$ cat config.mk
export PLATFORM = sky130hd
export DESIGN_NAME = addsub_sequencer
export DESIGN_NICKNAME = d
export VERILOG_FILES = /design/src/rtl/addsub_sequencer.sv
export SDC_FILE = /design/constraint.sdc
export NUM_CORES = 1
export LEC_CHECK = 0
export BUFFER_PORTS_ARGS = -buffer_cell sky130_fd_sc_hd__buf_2
export CAP_MARGIN = 15
export CORE_MARGIN = 2
export CORE_UTILIZATION = 54
export DETAILED_ROUTE_END_ITERATION = 7
export PLACE_DENSITY = 0.82
export SYNTH_ARGS = -nofsm -noshare
export SYNTH_HDL_FRONTEND = slang
export SYNTH_SLANG_ARGS = --single-unit
$ cat constraint.sdc
create_clock -name clock -period 5.25 [get_ports clock]
set_input_delay 0.525 -clock clock [delete_from_list [all_inputs] [get_ports clock]]
set_output_delay 0.525 -clock clock [all_outputs]
set_load 0.01 [all_outputs]
$ cat src/rtl/addsub_sequencer.sv
// ---------------------------------------------------------------------------
// addsub_sequencer
//
// Control FSM for a small 8-bit add/subtract datapath. On an accepted start
// it loads operand A into the accumulator, then applies up to three further
// operands (B, C, D in that order), each added or subtracted as selected by
// `ops`. It then captures the accumulator into `result` and pulses `done`.
// Every LOAD/STEP state holds its datapath selects for STEP_CYCLES clocks.
//
// Parameters
//   STEP_CYCLES  clocks each select setting is held (1..15)
//
// Ports
//   clock        rising-edge clock
//   reset        synchronous, active-low reset
//   start        request a new sequence (sampled only in IDLE)
//   terms[1:0]   number of operands after A (0..3), latched at start
//   ops[2:0]     per-operand op, bit0=B bit1=C bit2=D, 1=add 0=subtract
//   acc_in[7:0]  signed accumulator value fed back from the datapath
//   s0,s1,s2     datapath mux selects (registered)
//   addOrSub     adder control, 1=add 0=subtract (registered)
//   dpDone       datapath freeze, 1 = adder holds (registered)
//   busy         high in LOAD, STEP_* and DONE
//   done         single-cycle completion pulse
//   result[7:0]  signed final accumulator value
//
// Optional feature (macro ADDSUB_SEQ_ABORT_EN)
//   abort        input: abandon a running sequence (LOAD/STEP_* only)
//   aborted      output: single-cycle pulse after an abort is taken
// ---------------------------------------------------------------------------
module addsub_sequencer #(
  parameter int STEP_CYCLES = 2
) (
  input  logic              clock,
  input  logic              reset,
  input  logic              start,
  input  logic [1:0]        terms,
  input  logic [2:0]        ops,
  input  logic signed [7:0] acc_in,
`ifdef ADDSUB_SEQ_ABORT_EN
  input  logic              abort,
  output logic              aborted,
`endif
  output logic              s0,
  output logic              s1,
  output logic              s2,
  output logic              addOrSub,
  output logic              dpDone,
  output logic              busy,
  output logic              done,
  output logic signed [7:0] result
);

  typedef enum logic [2:0] {
    IDLE   = 3'd0,
    LOAD   = 3'd1,
    STEP_B = 3'd2,
    STEP_C = 3'd3,
    STEP_D = 3'd4,
    DONE   = 3'd5
  } state_t;

  localparam logic [3:0] CNT_LAST = 4'(STEP_CYCLES - 1);

  state_t      state_r;
  state_t      next_state_s;
  logic [3:0]  cnt_r;
  logic [1:0]  terms_r;
  logic [2:0]  ops_r;
  logic        last_cycle_s;
  logic        capture_s;
`ifdef ADDSUB_SEQ_ABORT_EN
  logic        abort_hit_s;
`endif

  // Next-state decode; the step chain is cut short by the latched term count.
  always_comb begin
    next_state_s = state_r;
    last_cycle_s = (cnt_r == CNT_LAST);
    case (state_r)
      IDLE: begin
        if (start) begin
          next_state_s = LOAD;
        end else begin
          next_state_s = IDLE;
        end
      end
      LOAD: begin
        if (last_cycle_s) begin
          next_state_s = (terms_r == 2'd0) ? DONE : STEP_B;
        end else begin
          next_state_s = LOAD;
        end
      end
      STEP_B: begin
        if (last_cycle_s) begin
          next_state_s = (terms_r >= 2'd2) ? STEP_C : DONE;
        end else begin
          next_state_s = STEP_B;
        end
      end
      STEP_C: begin
        if (last_cycle_s) begin
          next_state_s = (terms_r == 2'd3) ? STEP_D : DONE;
        end else begin
          next_state_s = STEP_C;
        end
      end
      STEP_D: begin
        if (last_cycle_s) begin
          next_state_s = DONE;
        end else begin
          next_state_s = STEP_D;
        end
      end
      DONE: begin
        // start is deliberately not looked at here; IDLE always follows.
        next_state_s = IDLE;
      end
      default: begin
        next_state_s = IDLE;
      end
    endcase
`ifdef ADDSUB_SEQ_ABORT_EN
    // An abort only matters while the datapath is being sequenced.
    if (abort && (state_r != IDLE) && (state_r != DONE)) begin
      next_state_s = IDLE;
      abort_hit_s  = 1'b1;
    end else begin
      abort_hit_s  = 1'b0;
    end
`endif
    // Capture on the final cycle of the last LOAD/STEP state; an abort
    // redirects to IDLE and so never captures.
    capture_s = (next_state_s == DONE) && (state_r != DONE);
  end

  // FSM state, cycle counter, operand latches and registered outputs.
  always_ff @(posedge clock) begin
    if (!reset) begin
      state_r  <= IDLE;
      cnt_r    <= 4'd0;
      terms_r  <= 2'd0;
      ops_r    <= 3'd0;
      result   <= 8'sd0;
      done     <= 1'b0;
      busy     <= 1'b0;
      s0       <= 1'b1;
      s1       <= 1'b0;
      s2       <= 1'b0;
      addOrSub <= 1'b1;
      dpDone   <= 1'b1;
`ifdef ADDSUB_SEQ_ABORT_EN
      aborted  <= 1'b0;
`endif
    end else begin
      state_r <= next_state_s;

      // Counter restarts on every state entry and idles at zero.
      if ((next_state_s != state_r) || (state_r == IDLE) || (state_r == DONE)) begin
        cnt_r <= 4'd0;
      end else begin
        cnt_r <= cnt_r + 4'd1;
      end

      if ((state_r == IDLE) && start) begin
        terms_r <= terms;
        ops_r   <= ops;
      end else begin
        terms_r <= terms_r;
        ops_r   <= ops_r;
      end

      if (capture_s) begin
        result <= acc_in;
      end else begin
        result <= result;
      end

      done <= (next_state_s == DONE);
      busy <= (next_state_s != IDLE);
`ifdef ADDSUB_SEQ_ABORT_EN
      aborted <= abort_hit_s;
`endif

      // Outputs are decoded from the state being entered, so they switch
      // exactly at entry and stay constant for the whole state.
      case (next_state_s)
        LOAD: begin
          s0 <= 1'b0; s1 <= 1'b0; s2 <= 1'b0; addOrSub <= 1'b1; dpDone <= 1'b1;
        end
        STEP_B: begin
          s0 <= 1'b1; s1 <= 1'b0; s2 <= 1'b0; addOrSub <= ops_r[0]; dpDone <= 1'b0;
        end
        STEP_C: begin
          s0 <= 1'b1; s1 <= 1'b1; s2 <= 1'b0; addOrSub <= ops_r[1]; dpDone <= 1'b0;
        end
        STEP_D: begin
          s0 <= 1'b1; s1 <= 1'b0; s2 <= 1'b1; addOrSub <= ops_r[2]; dpDone <= 1'b0;
        end
        default: begin
          // IDLE and DONE: datapath frozen, neutral selects.
          s0 <= 1'b1; s1 <= 1'b0; s2 <= 1'b0; addOrSub <= 1'b1; dpDone <= 1'b1;
        end
      endcase
    end
  end

endmodule

==> results.py, run 1 <==
metrics = {
    "run_status": {
        "status": "finished clean",
    },
    "worst_hold_path": {
        "hold_class": "input port to flip-flop",
    },
    "clock_tree": {
        "clkTransAtPathRegs_ps": 140,
        "post_cts_buffers": 0,
        "cts_tree": "built",
        "max-clock-path-buffers": 2,
        "clkSinkCount": 27,
        "cts_root_buf": "clkbuf_4",
        "hold_buffers": 0,
        "cts_resized": 0,
        "clk_latency_ps": 320,
        "h-tree-depth": 1,
        "cts_buffers": 3,
    },
    "place": {
        "gp_congestion": 0.806,
        "hpwl_um": 1610,
        "port_buffers": 30,
    },
    "power_and_ir_drop": {
        "vdd_ir_drop_max_uv": 205,
        "leakage_nw": 0.578,
        "cellPowerDensity_nw_per_um2": 291,
    },
    "die": {
        "rows": 16,
        "initial_utilization": 0.580,
        "die_area_um2": 2540,
        "die_x_um": 50.4,
        "core_um2": 2000,
        "dieHeight_um": 50.4,
        "ios": 31,
    },
    "sta": {
        "worst_pin_slew_ps": 738,
        "period_minus_slack_ps": 2260,
        "skew_ps": 6.87,
        "fin_crit_sh": 0.430,
        "fin_tns_setup_ps": 0,
        "rsz0062_at_grt": "no",
        "maxSlewHeadroom": 0.507,
        "final_max_slew_viol_count": 0,
        "final_hold_viol_count": 0,
        "setup_viol": 0,
        "fmax_mhz": 443,
    },
    "logic_synthesis": {
        "ys_types": 32,
        "yosys_register_bits": 27,
        "yosys.area_share.simple": 0.240,
        "syn_area_um2": 1160,
        "syn_nets": 138,
        "ys_seq_area_frac": 0.466,
        "synth_compound_area_frac": 0.103,
        "synthMuxAreaShare": 0.112,
        "synth_ff_type": "dfxtp_1",
        "synth_fa_ha_area_frac": 0.0216,
        "syn_area_per_cell_um2": 9.68,
        "yosysMostFrequentCell": "dfxtp_1",
        "synth-async-reset-ratio": 0,
        "synth_area_leaders": "dfxtp_1, mux2i_1, nand2_1",
        "synth-xor-area-share": 0.0151,
        "netlist.area_leader.share": 0.466,
        "synth_edf_count": 0,
        "synthTopCellsByCount": "dfxtp_1, nand2_1, mux2i_1",
        "synth_top_family_by_area": "simple AND/OR/NAND/NOR gates",
        "postSynthCellCount": 120,
        "yosys.area.top_type": "dfxtp_1",
        "yosysWarnings": 0,
    },
    "grt": {
        "grt_max_degree": 27,
        "grt_pass1_wl_um": 3350,
        "first_global_vias": 748,
        "overflow": 0,
        "antenna_found_initial": 0,
        "grt_usage": 0.173,
    },
    "final_layout": {
        "fin_nets": 166,
        "synthToLayoutAreaGrowth_pct": 15.3,
        "fill_cells": 166,
        "drive_gt1_frac": 0.265,
        "final_util": 0.669,
        "diodes": 0,
    },
    "routing": {
        "drt_wl_total_um": 2110,
        "routedWlPerCell_um": 12.1,
        "first_iter_violations": 15,
        "drc": 0,
        "drtPass1Iterations": 4,
        "vias": 891,
        "ant_nets": 0,
        "viasPerCell": 5.12,
    },
    "setup_path": {
        "cp_max_fo": 8,
        "cp_data_required_time_ps": 5460,
        "critical_path_class": "flip-flop to flip-flop",
        "end_kind": "flip-flop",
        "crit_arrival_ps": 2470,
        "cp-start-kind": "flip-flop",
    },
    "job": {
        "maxCapViolCount": 0,
    },
}
sequential cells by signal (all words and copies together) (netlist names), 2 cells and up:
| register | flops |
|---|---|
| cnt_r | 4 |
| ops_r | 3 |
| result | 8 |
| state_r | 3 |
| terms_r | 2 |
worst max-delay path: stages, from the launching register on:
cell and delay, ps:
dfxtp_1 410, ha_1 180, or3b_4 400, a222oi_1 340
o2111a_1 500, nor2b_4 240, a22oi_1 90
kinds of logic (layout without fill, tap and decap cells):
| kind of cell | count (synthesis) | in the layout |
|---|---|---|
| AO/OA/AOI/OAI | 15 | 15 |
| XOR/XNOR | 2 | 2 |
| adder cells (fa/ha/maj) | 2 | 2 |
| buffers and inverters | 11 | 38 |
| flip-flops | 27 | 27 |
| multiplexers | 13 | 13 |
| AND/OR/NAND/NOR | 50 | 50 |
power breakdown:
group | leakage [nW] | internal (W) | switching [W]
clock | 0.0177 | 0.0000285 | 0.0000588
sequential | 0.220 | 0.000217 | 0.0000119
combinational | 0.341 | 0.0000345 | 0.0000388
cell type report:
class | count | area [µm²] | share of cell area
clock buffers | 3 | 22.5 | 0.0168
clock inverters | 1 | 5.00 | 0.00374
inverters | 4 | 15.0 | 0.0112
multi-input cells | 82 | 572 | 0.427
flip-flops and latches | 27 | 541 | 0.404
well taps | 27 | 33.8 | 0.0252
repair buffers | 30 | 150 | 0.112
placed cells by master (no fill, tap or decap):
cell       Yosys  final
clkinv_2       0      1
ha_1           2      2
clkbuf_4       0      3
o2111ai_2      1      1
and2_1         1      1
nor2_1         9      9
a21oi_1        3      3
a222oi_1       1      1
nor4b_2        1      1
nand2_1       19     19
or3b_4         1      1
mux2i_1       13     13
and3_1         1      1
nor3b_1        1      1
nor2b_1        9      9
xor2_1         1      1
buf_2          0     30
nand3_1        2      2
nand2b_1       2      2
o21a_1         1      1
xnor2_1        1      1
or4_1          2      2
o21ai_0        2      2
dfxtp_1       27     27
o211ai_1       1      1
nor2b_4        1      1
o21bai_1       1      1
o2111a_1       1      1
nor2_8         1      1
inv_1          4      4
a2111o_1       1      1
a22oi_1        1      1
o2111ai_1      2      2
path summary, 6_finish.rpt:
kind | from | to | slack (ps) | depth (start not counted)
worst max-delay path | cnt_r[0] | addOrSub | 2990 | 6
worst min-delay path | acc_in[2] | result[2] | 430 | 3
worst max register to register | cnt_r[0] | addOrSub | 2990 | 6
worst min register to register | result[0] | result[0] | 470 | 2
routing by layer:
layer,up-vias,wire [µm],global-route usage
li1,462,-,-
met1,402,968,0.237
met2,25,1020,0.274
met3,2,104,0.0268
met4,0,13,0.0676
met5,-,0,0
stage by stage:
step | instance area, µm² | cells | total power [W] | setup slack [ps] | hold WS (ps)
2_1_floorplan | 1160 | 120 | 0.000291 | 3220 | 434
3_3_place_gp | 1310 | 170 | 0.000304 | 3090 | 441
3_5_place_dp | 1310 | 170 | 0.000307 | 3000 | 452
4_1_cts | 1340 | 174 | 0.000393 | 2990 | 421
5_1_grt | 1340 | 174 | 0.000410 | 2840 | 414
6_report | 1340 | 174 | 0.000390 | 2990 | 430
(Power assumes the default switching activity.)
==> run 2: changes to the inputs <==
--- a/config.mk
+++ b/config.mk
@@ -8,9 +8,9 @@
 export BUFFER_PORTS_ARGS = -buffer_cell sky130_fd_sc_hd__buf_2
 export CAP_MARGIN = 15
 export CORE_MARGIN = 2
-export CORE_UTILIZATION = 54
+export CORE_UTILIZATION = 50
 export DETAILED_ROUTE_END_ITERATION = 7
-export PLACE_DENSITY = 0.82
+export PLACE_DENSITY = 0.76
 export SYNTH_ARGS = -nofsm -noshare
 export SYNTH_HDL_FRONTEND = slang
 export SYNTH_SLANG_ARGS = --single-unit
==> constraint.sdc (replaced) <==
create_clock -name clock -period 2.3 [get_ports clock]
set_input_delay 0.23 -clock clock [delete_from_list [all_inputs] [get_ports clock]]
set_output_delay 0.23 -clock clock [all_outputs]
set_load 0.01 [all_outputs]
==> results.py, run 2 (synthesis gave the netlist of run 1 again) <==
metrics = {
    "clock_tree": {
        "cts_buffers": 3,
        "max-clock-path-buffers": 2,
        "h-tree-depth": 1,
        "clkSinkCount": 27,
        "clkTransAtPathRegs_ps": 140,
        "cts_root_buf": "clkbuf_4",
        "cts_tree": "built",
        "clk_latency_ps": 320,
    },
    "final_layout": {
        "top_regs": "result: 8 flops, cnt_r: 4 flops",
        "largest_reg_flops": 8,
        "layout_commonest_cell": "buf_2",
        "seq_area_um2": 541,
        "final_cell_mix": "buf_2, dfxtp_1, nand2_1, mux2i_1",
        "drive_gt1_frac": 0.272,
        "fin_nets": 166,
        "multi_input_area_um2": 573,
        "largest_register": "result",
        "diodes": 0,
        "fill_cells": 210,
        "stdcell_area_um2": 1340,
        "synthToLayoutAreaGrowth_pct": 15.5,
    },
    "sta": {
        "final_max_slew_viol_count": 0,
        "rsz0062_at_grt": "no",
        "fin_crit_sh": 0.919,
        "maxSlewHeadroom": 0.511,
        "skew_ps": 5.28,
        "fin_tns_setup_ps": 0,
        "setup_viol": 0,
        "final_hold_viol_count": 0,
        "worst_pin_slew_ps": 731,
        "fmax_mhz": 473,
        "period_minus_slack_ps": 2110,
    },
    "setup_path": {
        "crit_chain": "ha_1 > or3b_4 > or4_1 > o2111a_2 > a2111o_1",
        "cp_max_fo": 8,
        "slowest_delay_ps": 420,
        "cp-start-kind": "flip-flop",
        "worstSetupEndpoint": "s0",
        "crit_path_start": "cnt_r[0]",
        "end_kind": "flip-flop",
        "rrSetupSlack_ps": 190,
        "ff2ff_path_depth": 5,
        "r2r-end": "s0",
        "crit_arrival_ps": 2340,
        "cp_data_required_time_ps": 2530,
        "critical_path_class": "flip-flop to flip-flop",
        "worstReg2RegStart": "cnt_r[0]",
        "slowest_stage": "or4_1",
    },
    "routing": {
        "drc": 0,
        "vias": 898,
        "first_iter_violations": 14,
        "drtPass1Iterations": 4,
        "routedWlPerCell_um": 11.5,
        "ant_nets": 0,
        "viasPerCell": 5.13,
        "drt_wl_total_um": 2020,
    },
    "place": {
        "placed_area_um2": 1310,
        "gp_congestion": 0.801,
        "port_buffers": 30,
        "hpwl_um": 1500,
    },
    "grt": {
        "grt_pass1_wl_um": 3520,
        "grt_max_degree": 27,
        "first_global_vias": 826,
        "grt_usage": 0.172,
        "overflow": 0,
        "antenna_found_initial": 0,
    },
    "die": {
        "rows": 17,
        "dieHeight_um": 52.2,
        "core_um2": 2210,
        "die_area_um2": 2720,
        "ios": 31,
        "initial_utilization": 0.525,
        "die_x_um": 52.2,
    },
    "power_and_ir_drop": {
        "cellPowerDensity_nw_per_um2": 666,
        "leakage_nw": 0.579,
        "vdd_ir_drop_max_uv": 499,
    },
    "run_status": {
        "status": "finished clean",
    },
    "worst_hold_path": {
        "hold_class": "input port to flip-flop",
    },
    "job": {
        "maxCapViolCount": 0,
    },
}
run 2: cell count changes in the layout (fill, tap and decap cells not counted):
cell	change
o2111a_1	-1
o2111a_2	+1
run 2: worst min path at each step:
stage | to | startpoint | slack (ps) | depth (start not counted)
global placement | result[4] | result[4] | 440 | 2
CTS | result[2] | acc_in[2] | 120 | 3
global route | result[7] | acc_in[7] | 130 | 3
finish | result[2] | acc_in[2] | 130 | 3
floorplan | result[0] | acc_in[0] | 370 | 2
detailed placement | result[4] | result[4] | 450 | 2
run 2: through the flow:
stage / utilization / setup WS, ps / power (W) / cells / hold WS (ps)
2_1_floorplan: - / 272 / 0.000665 / 120 / 372
3_3_place_gp: 0.593 / 141 / 0.000694 / 171 / 440
3_5_place_dp: 0.593 / 39.1 / 0.000701 / 171 / 448
4_1_cts: 0.606 / 36.6 / 0.000897 / 175 / 120
5_1_grt: 0.606 / 15.2 / 0.000940 / 175 / 126
6_report: 0.606 / 186 / 0.000894 / 175 / 129
run 2: report_power, final:
part | switching (W) | leakage (nW) | internal [W]
sequential | 0.0000279 | 0.220 | 0.000496
combinational | 0.0000865 | 0.341 | 0.0000794
clock | 0.000139 | 0.0177 | 0.0000652
total | 0.000253 | 0.579 | 0.000641
run 2: timing repair:
action	CTS	global route
hold buffers	0	0
resized for setup	0	1
setup endpoints to repair	0	15
hold endpoints to repair	0	0
buffers inserted	0	0
run 2: critical path: cells and delay by family (launching register included):
family,cells,cell delay (ps)
AOI/OAI and AO/OA,2,630
DFF,1,410
and+or+nand+nor,2,810
adders and majority gates,1,180
run 2: metal layers:
metal | global-route usage | vias to the layer above | share of wire
met2 | 0.274 | 25 | 0.46
met1 | 0.228 | 405 | 0.47
li1 | - | 464 | -
met4 | 0.0769 | 0 | 0.014
met3 | 0.0286 | 4 | 0.054
met5 | 0 | - | 0
run 2: final cells by class:
class                           count  area share
Multi-Input combinational cell     82       0.427
Clock inverter                      1     0.00373
Clock buffer                        3      0.0168
Timing Repair Buffer               30       0.112
Inverter                            4      0.0112
Tap cell                           28      0.0261
Sequential cell                    27       0.403
